File: config.mk
export PLATFORM = sky130hd
export DESIGN_NAME = lcm_datapath_flat
export DESIGN_NICKNAME = d
export VERILOG_FILES = /design/src/rtl/lcm_datapath_if.sv /design/src/rtl/lcm_datapath.sv /design/src/flat_wrapper.sv
export SDC_FILE = /design/constraint.sdc
export NUM_CORES = 2
export LEC_CHECK = 0
export BUFFER_PORTS_ARGS = -buffer_cell sky130_fd_sc_hd__buf_4
export CORE_MARGIN = 3
export CORE_UTILIZATION = 28
export CTS_BUF_LIST = sky130_fd_sc_hd__clkbuf_4
export CTS_CLUSTER_DIAMETER = 50
export CTS_CLUSTER_SIZE = 25
export DETAILED_ROUTE_END_ITERATION = 8
export GPL_TIMING_DRIVEN = 0
export SYNTH_ARGS = -nofsm -noshare
export SYNTH_HDL_FRONTEND = slang
export SYNTH_SLANG_ARGS = --single-unit
File: constraint.sdc
create_clock -name clk -period 6.7 [get_ports clk]
set_clock_uncertainty 0.2 [all_clocks]
set_input_delay 1.34 -clock clk [delete_from_list [all_inputs] [get_ports clk]]
set_output_delay 1.34 -clock clk [all_outputs]
set_load 0.02 [all_outputs]
File: src/rtl/lcm_datapath_if.sv
// rtl/lcm_datapath_if.sv - command/readback bundle for the lcm datapath
interface lcm_datapath_if;
  logic [3:0]  raddr1;
  logic [3:0]  raddr2;
  logic        wen;
  logic [3:0]  waddr;
  logic        wdsrc;
  logic [3:0]  func;
  logic [31:0] constant;
  logic        alusrc;
  logic [31:0] aluconst;
  logic [31:0] outrdata1;
  logic [31:0] outrdata2;
  logic        isZero;
  logic        busy;
  logic        drop;

  modport master (
    output raddr1, raddr2, wen, waddr, wdsrc, func, constant, alusrc, aluconst,
    input  outrdata1, outrdata2, isZero, busy, drop
  );

  modport slave (
    input  raddr1, raddr2, wen, waddr, wdsrc, func, constant, alusrc, aluconst,
    output outrdata1, outrdata2, isZero, busy, drop
  );
endinterface

File: src/rtl/lcm_datapath.sv
// rtl/lcm_datapath.sv - 16x32 register file, single-cycle ALU and 33-cycle MOD unit
module lcm_datapath (
  input logic           clk,
  input logic           rst,
  lcm_datapath_if.slave bus
);

  typedef enum logic [1:0] {IDLE, DIV, WB} state_t;

  localparam logic [3:0] FN_ADD   = 4'd0;
  localparam logic [3:0] FN_SUB   = 4'd1;
  localparam logic [3:0] FN_AND   = 4'd2;
  localparam logic [3:0] FN_OR    = 4'd3;
  localparam logic [3:0] FN_XOR   = 4'd4;
  localparam logic [3:0] FN_SLT   = 4'd5;
  localparam logic [3:0] FN_PASSA = 4'd6;
  localparam logic [3:0] FN_MOD   = 4'd7;

  state_t      state_q, state_d;
  logic [31:0] rf_q [16];
  logic [31:0] rf_d [16];
  logic        busy_q, busy_d;
  logic        zero_q, zero_d;
  logic        drop_q, drop_d;
  logic [31:0] dividend_q, dividend_d;
  logic [31:0] divisor_q, divisor_d;
  logic [31:0] rem_q, rem_d;
  logic [3:0]  dst_q, dst_d;
  logic [4:0]  cnt_q, cnt_d;

  logic [31:0] op_a, op_b, alu_res;
  logic [32:0] shifted, diff;

  assign op_a = rf_q[bus.raddr1];
  assign op_b = bus.alusrc ? bus.aluconst : rf_q[bus.raddr2];

  always_comb begin
    alu_res = '0;
    case (bus.func)
      FN_ADD:   alu_res = op_a + op_b;
      FN_SUB:   alu_res = op_a - op_b;
      FN_AND:   alu_res = op_a & op_b;
      FN_OR:    alu_res = op_a | op_b;
      FN_XOR:   alu_res = op_a ^ op_b;
      FN_SLT:   alu_res = {31'd0, op_a < op_b};
      FN_PASSA: alu_res = op_a;
      default:  alu_res = '0;
    endcase
  end

  // Restoring step: bring in the next dividend bit, subtract divisor when it fits.
  // A zero divisor always "fits", so the remainder simply accumulates A.
  assign shifted = {rem_q, dividend_q[31]};
  assign diff    = shifted - {1'b0, divisor_q};

  always_comb begin
    rf_d       = rf_q;
    state_d    = state_q;
    busy_d     = busy_q;
    zero_d     = zero_q;
    drop_d     = bus.wen & busy_q;
    dividend_d = dividend_q;
    divisor_d  = divisor_q;
    rem_d      = rem_q;
    dst_d      = dst_q;
    cnt_d      = cnt_q;
    case (state_q)
      IDLE: begin
        if (bus.wen) begin
          if (!bus.wdsrc) begin
            rf_d[bus.waddr] = bus.constant;
          end else if (bus.func == FN_MOD) begin
            dividend_d = op_a;
            divisor_d  = op_b;
            rem_d      = '0;
            dst_d      = bus.waddr;
            cnt_d      = '0;
            busy_d     = 1'b1;
            state_d    = DIV;
          end else begin
            rf_d[bus.waddr] = alu_res;
            zero_d          = (alu_res == 32'd0);
          end
        end
      end
      DIV: begin
        dividend_d = {dividend_q[30:0], 1'b0};
        rem_d      = (shifted >= {1'b0, divisor_q}) ? diff[31:0] : shifted[31:0];
        cnt_d      = cnt_q + 5'd1;
        if (cnt_q == 5'd31) state_d = WB;
      end
      WB: begin
        rf_d[dst_q] = rem_q;
        zero_d      = (rem_q == 32'd0);
        busy_d      = 1'b0;
        state_d     = IDLE;
      end
      default: state_d = IDLE;
    endcase
  end

  always_ff @(posedge clk) begin
    if (rst) begin
      state_q    <= IDLE;
      for (int i = 0; i < 16; i++) rf_q[i] <= '0;
      busy_q     <= 1'b0;
      zero_q     <= 1'b0;
      drop_q     <= 1'b0;
      dividend_q <= '0;
      divisor_q  <= '0;
      rem_q      <= '0;
      dst_q      <= '0;
      cnt_q      <= '0;
    end else begin
      state_q    <= state_d;
      rf_q       <= rf_d;
      busy_q     <= busy_d;
      zero_q     <= zero_d;
      drop_q     <= drop_d;
      dividend_q <= dividend_d;
      divisor_q  <= divisor_d;
      rem_q      <= rem_d;
      dst_q      <= dst_d;
      cnt_q      <= cnt_d;
    end
  end

  assign bus.outrdata1 = rf_q[bus.raddr1];
  assign bus.outrdata2 = rf_q[bus.raddr2];
  assign bus.isZero    = zero_q;
  assign bus.busy      = busy_q;
  assign bus.drop      = drop_q;

endmodule

File: src/flat_wrapper.sv
// flat-port wrapper written by rule: the top's interface ports become plain ports
module lcm_datapath_flat 
  (clk, rst, bus_raddr1, bus_raddr2, bus_wen, bus_waddr, bus_wdsrc, bus_func, bus_constant, bus_alusrc, bus_aluconst, bus_outrdata1, bus_outrdata2, bus_isZero, bus_busy, bus_drop);
  lcm_datapath_if bus_i ();
  input logic clk;
  input logic rst;
  input wire logic [$bits(bus_i.raddr1)-1:0] bus_raddr1;
  input wire logic [$bits(bus_i.raddr2)-1:0] bus_raddr2;
  input wire logic [$bits(bus_i.wen)-1:0] bus_wen;
  input wire logic [$bits(bus_i.waddr)-1:0] bus_waddr;
  input wire logic [$bits(bus_i.wdsrc)-1:0] bus_wdsrc;
  input wire logic [$bits(bus_i.func)-1:0] bus_func;
  input wire logic [$bits(bus_i.constant)-1:0] bus_constant;
  input wire logic [$bits(bus_i.alusrc)-1:0] bus_alusrc;
  input wire logic [$bits(bus_i.aluconst)-1:0] bus_aluconst;
  output wire logic [$bits(bus_i.outrdata1)-1:0] bus_outrdata1;
  output wire logic [$bits(bus_i.outrdata2)-1:0] bus_outrdata2;
  output wire logic [$bits(bus_i.isZero)-1:0] bus_isZero;
  output wire logic [$bits(bus_i.busy)-1:0] bus_busy;
  output wire logic [$bits(bus_i.drop)-1:0] bus_drop;
  assign bus_i.raddr1 = bus_raddr1;
  assign bus_i.raddr2 = bus_raddr2;
  assign bus_i.wen = bus_wen;
  assign bus_i.waddr = bus_waddr;
  assign bus_i.wdsrc = bus_wdsrc;
  assign bus_i.func = bus_func;
  assign bus_i.constant = bus_constant;
  assign bus_i.alusrc = bus_alusrc;
  assign bus_i.aluconst = bus_aluconst;
  assign bus_outrdata1 = bus_i.outrdata1;
  assign bus_outrdata2 = bus_i.outrdata2;
  assign bus_isZero = bus_i.isZero;
  assign bus_busy = bus_i.busy;
  assign bus_drop = bus_i.drop;
  lcm_datapath u_core (.clk(clk), .rst(rst), .bus(bus_i));
endmodule
Yosys cells after proc, flatten, opt, wreduce, memory -nomap -nowiden
Index checks and enable logic that the tools add are counted.

Memory bits (writable): 0. Input bits: 85. ROM bits: 0. Memories: 0. Bits in latches: 0. Register bits: 622. Output and inout port bits: 67.

Eq/ne operators: 16. Magnitude comparators: 8. $add $sub $neg: 4. Shift-type cells: 0. Reduce and logical (&&, ||, !) cells: 14. Bitwise operators: 8. Multipliers: 0. Div/mod/pow operators: 0. Multiplexer cells: 45.

Operators with widths (number): bitwise mux 512 bit (3); two-way mux 512 bit (3); one-hot mux 512 bit (2 select lines) (1); two-way mux 32 bit (14); binary-select mux 32 bit (select 4 bit) (2); demux 32 bit (select 4 bit) (2); one-hot mux 32 bit (7 select lines) (1); one-hot mux 32 bit (2 select lines) (2); logical NOT 32 bit (2); subtractor 32 bit (2); greater-or-equal comparator 33 x 32 -> 1 bit (1); adder 32 bit (1); AND 32 bit (1); less-than comparator 32 bit (1); OR 32 bit (1); XOR 32 bit (1); greater-or-equal comparator 5 bit, second input constant (4); inverter 4 -> 5 bit (4); AND reduction 4 bit (5); equality test 4 x 3 -> 1 bit, second input constant (4); two-way mux 5 bit (3); less-than comparator 5 x 1 -> 1 bit, second input constant (2); one-hot mux 5 bit (2 select lines) (1); equality test 4 x 2 -> 1 bit, second input constant (2); 18 further kinds (32).

Depth between registers and ports, before layout
Depth after elaboration: 12. Mapped depth: 26. Depth with buffers taken out: 18.

Worst setup path after synthesis
Ideal clock, no wire load.

Kind: input to register. Start point: in bus_raddr2[1]. End point: reg u_core.rf_q[126] (netlist name). Buffers on the path: 4. Setup slack: -278 ps. Arrival: 6646 ps. Cell stages on the path: 19. Cell sequence: clkbuf_1 > buf_1 > mux4_2 > mux4_2 > mux2i_1 > ha_1 > clkbuf_1 > a21oi_1 > o21ai_0 > o41ai_2 > o22ai_1 > a41oi_1 > o311ai_1 > a21o_1 > a211o_1 > o211a_2 > buf_2 > a221oi_1 > nor3_1.

Word-level cells in the longest chain between the ends: 12. Elaborated cells between the ends (all ways): 16.

Ends and longest elaborated chain: from (decl) (RTL line flat_wrapper.sv:8) `input wire logic [$bits(bus_i.raddr2)-1:0] bus_raddr2;`; inverter 4 -> 5 bit *; binary-select mux 32 bit (select 4 bit) *; two-way mux 32 bit * (2 in a row); named net bus_outrdata2[17] (RTL line flat_wrapper.sv:17) `output wire logic [$bits(bus_i.outrdata2)-1:0] bus_outrdata2;`; two-way mux 32 bit * (RTL line lcm_datapath.sv:35) `assign op_b = bus.alusrc ? bus.aluconst : rf_q[bus.raddr2];`; subtractor 32 bit or adder 32 bit (tied branches) (RTL line lcm_datapath.sv:41, lcm_datapath.sv:40); one-hot mux 32 bit (7 select lines) * (RTL line lcm_datapath.sv:39) `case (bus.func)`; bitwise mux 512 bit * (RTL line lcm_datapath.sv:81) `rf_d[bus.waddr] = alu_res;`; two-way mux 512 bit * (RTL line lcm_datapath.sv:72) `end else if (bus.func == FN_MOD) begin`; two-way mux 512 bit * (RTL line lcm_datapath.sv:70) `if (!bus.wdsrc) begin`; two-way mux 512 bit * (RTL line lcm_datapath.sv:69) `if (bus.wen) begin`; one-hot mux 512 bit (2 select lines) * (RTL line lcm_datapath.sv:67) `case (state_q)`; to (signal assigned) (RTL line lcm_datapath.sv:116) `rf_q <= rf_d;`; to (decl) (RTL line lcm_datapath.sv:20) `logic [31:0] rf_q [16];`.

Mark *: on every way through the listed nets, which the timed path passes. The rest lies on a longest branch. The select of a mux whose other input is x is not followed. A chain may end at the register's enable or synchronous reset.

Worst setup path in the final report
Start point: in bus_raddr1[3]. End point: reg u_core.rf_q[407] (netlist name).

Word-level cells in the longest chain between the ends: 11. Elaborated cells between the ends (all ways): 15.

Ends and longest elaborated chain: from (decl) (RTL line flat_wrapper.sv:7) `input wire logic [$bits(bus_i.raddr1)-1:0] bus_raddr1;`; inverter 4 -> 5 bit (not written as such) * (RTL line lcm_datapath.sv:34) `assign op_a = rf_q[bus.raddr1];`; binary-select mux 32 bit (select 4 bit) * (RTL line lcm_datapath.sv:34); two-way mux 32 bit (not written as such) * (2 in a row) (RTL line lcm_datapath.sv:34); subtractor 32 bit (tied with other cells) (RTL line lcm_datapath.sv:41) `FN_SUB: alu_res = op_a - op_b;`; one-hot mux 32 bit (7 select lines) * (RTL line lcm_datapath.sv:39); bitwise mux 512 bit * (RTL line lcm_datapath.sv:81); two-way mux 512 bit * (RTL line lcm_datapath.sv:72); two-way mux 512 bit * (RTL line lcm_datapath.sv:70); two-way mux 512 bit * (RTL line lcm_datapath.sv:69); one-hot mux 512 bit (2 select lines) * (RTL line lcm_datapath.sv:67).

Every way passes the cells marked *; elsewhere a longest branch is shown, timed or not. The select of a mux whose other input is x is not followed.

==> impl_metrics.tcl <==
set metrics [dict create \
    rsz0062_at_grt "true" \
    synth_most_common_cell "nor2_1" \
    setup_viol_count_final 7 \
    max-slew-margin-rel_pct -4.06 \
    netlist_instances 4997 \
    dp_hpwl_um 217000 \
    drt_wl_total_um 274000 \
    yosys-top-cells-count "nor2_1 (760), dfxtp_1 (622), nor3_1 (554)" \
    hold_viol_final 0 \
    insertion_delay_ps 1260 \
    critPathLaunchType "input port" \
    pwr-share-comb_pct 24.6 \
    cts_root_buf "clkbuf_4" \
    fin_tns_setup_ps -193 \
    cp_max_fo 10 \
    swShare_pct 38.9 \
    synth_area_leader_cell "dfxtp_1" \
    worstMarginPinSlew_ps 1550 \
    met2_usage_pct 49.3 \
    setup_slack_ps -95.2 \
    cts.sinks 622 \
    synth_seq_cells 622 \
    finalCriticalPeriod_ps 6800 \
    vdd_ir_drop_max_mv 0.136 \
    ys_warn_count 0 \
    multi_input_area_mm2 0.0283 \
    post-route-period-util_pct 101 \
    first_global_vias 44700 \
    critPathRequiredTime_ps 7550 \
    avgSynthCellArea_um2 8.58 \
    ys_async_sr_fraction_pct 0 \
    pwr-share-clk_pct 34.8 \
    max_freq_mhz 147 \
    synth_area_mm2 0.0429 \
    drive_gt1_share_pct 18.5 \
    violations "max-capacitance violations, max-slew violations, negative setup slack" \
    grt_antenna_before_repair 16 \
    viasPerCell 6.49 \
    fillers 16100 \
    synth_ff_type "dfxtp_1" \
    synthToLayoutAreaGrowth_pct 16.4 \
    grtUsageMet3_pct 12.6 \
    p_switching_mw 3.70 \
    power_density_mw_per_mm2 190 \
    numCtsBuffers 97 \
    cts_hold_buf 0 \
    clock_path_buffers 3 \
    status "finished with violations" \
    portBuffers 144 \
    gr-usage-met1_pct 40.3 \
    seq_area_frac_synth_pct 29.1 \
    hp-class "register to register" \
    grt_overflow 0 \
    synth_fp_nets 5216 \
    setup.worst_path.class "input port to register" \
    ios 152 \
    ys_types 101 \
    final_area_mm2 0.0499 \
    wl_per_cell_um 37.0 \
    fin_nets 5514 \
    grt_pass1_wl_um 369000 \
    synth_edf_count 0 \
    worst_setup_path_end_kind "register" \
    arrival_ps 7640 \
    firstDrtPassIters 7 \
    synth_area_leaders "dfxtp_1 (29%), mux4_2 (15%), a221oi_1 (8.9%)" \
    maxCapViolations 5 \
    vias 48100 \
    seqCellArea_mm2 0.0125 \
    drc 0 \
    fp.dieH_um 397 \
    grt_max_degree 16 \
    p_leak_nw 17.6 \
    seqPwrFrac_pct 40.6 \
    die-area_mm2 0.158 \
    yosys.area.top_type_share_pct 29.1 \
    place_congestion 1.06 \
    core-area_mm2 0.151 \
    die-width_um 397 \
    antenna_left 0 \
    start_util_pct 28.4 \
    internal-power_mw 5.80 \
    cts_tree "done" \
    grt_most_used_layer "met2" \
    rows 142 \
    clkTransAtPathRegs_ps 130 \
    cts_max_level 3 \
    place_area_mm2 0.0467 \
    initialDrtViolationCount 7494 \
    total_power_mw 9.49 \
    report.final.slew_viol_count 46 \
    grt_use_total_pct 33.4 \
]
-- metrics by stage --
stage          hold slack (ps)  util (%)  setup slack, ps  instances
2_1_floorplan              241         -             16.7       4997
3_3_place_gp               272      30.8            -3950       7157
3_5_place_dp               280      30.9            -3720       7169
4_1_cts                    302      32.8             15.2       7388
5_1_grt                    324      33.0            -1.44       7401
6_report                   302      33.0            -95.2       7405
-- power by group through the flow --
stage	Sequential (mW)	Combinational, mW	Clock [mW]
2_1_floorplan	3.89	1.21	0
5_1_grt	3.86	2.39	3.44
4_1_cts	3.85	2.21	3.29
6_report	3.86	2.33	3.30
3_5_place_dp	3.93	2.09	0
3_3_place_gp	3.93	2.08	0
-- cell usage in the layout, fill, tap and decap left out, types with 46 or more instances in the layout --
master / Yosys / routed
a21oi_1: 257 / 240
inv_1: 151 / 150
mux2i_1: 86 / 61
buf_4: 17 / 214
nor3_1: 554 / 548
clkbuf_4: 1 / 117
o21ai_0: 187 / 178
mux4_2: 292 / 292
a221oi_1: 436 / 425
ha_1: 131 / 130
dfxtp_1: 622 / 622
clkbuf_1: 447 / 424
nand2_1: 187 / 187
o22ai_1: 47 / 47
and2_1: 46 / 46
a211oi_1: 72 / 63
nor2_1: 760 / 756
-- layout make-up --
| class | count | area share (%) |
|---|---|---|
| multi-input cells | 3647 | 56.7 |
| flip-flops and latches | 622 | 25.0 |
| plain buffers | 572 | 5.54 |
| well taps | 2016 | 5.06 |
| repair buffers | 201 | 3.13 |
| clock inverters | 78 | 1.79 |
| clock buffers | 104 | 1.57 |
| inverters | 154 | 1.16 |
| diodes | 11 | 0.0552 |
-- final timing paths --
kind	startpoint	endpoint	slack, ps	depth (start not counted)
min reg2reg	u_core.divisor_q[7]	u_core.divisor_q[7]	300	2
max reg2reg	u_core.rf_q[64]	u_core.rf_q[398]	530	18
min	u_core.divisor_q[7]	u_core.divisor_q[7]	300	2
max	bus_raddr1[3]	u_core.rf_q[407]	-100	20
-- sequential cells by signal, summed over array words and instances, names as in the netlist --
| register | flops |
|---|---|
| u_core.bus.busy | 1 |
| u_core.bus.drop | 1 |
| u_core.bus.isZero | 1 |
| u_core.cnt_q | 5 |
| u_core.dividend_q | 32 |
| u_core.divisor_q | 32 |
| u_core.dst_q | 4 |
| u_core.rem_q | 32 |
| u_core.rf_q | 512 |
| u_core.state_q | 2 |
-- routing by layer --
metal	vias up	wire length [um]	share of wire, %
li1	19600	-	-
met1	23700	99500	36
met2	3799	114000	42
met3	948	37000	13
met4	16	23000	8.4
met5	-	186	0.068
-- critical path, stage by stage --
cell      delay, ps
buf_4           130
clkbuf_4        360
buf_4           350
buf_2           450
buf_2           450
nand2_1         120
a31oi_2         750
inv_1           100
ha_1            370
nor4_2          540
nand2_1         100
nor2_1          200
a221oi_4        130
and2_1          200
a221o_1         340
a21oi_1         450
a211oi_4        210
buf_2           340
a221oi_1        510
nor3_1          100
-- logic make-up after synthesis --
group,synth area share (%)
fa+ha+maj,3.96
flops,29.1
mux,17.6
simple gates,18.9
xor+xnor,0.593
compound gates,22.8
buf+inv,7.08
-- what timing repair did --
| item | 4_1_cts | 5_1_grt |
|---|---|---|
| resized for setup | 212 | 75 |
| pin swaps | 13 | 8 |
| endpoints found under the setup margin | 488 | 196 |
| buffers inserted | 37 | 7 |
| gates cloned | 0 | 0 |
No activity file was read; power rests on OpenSTA's default activity.
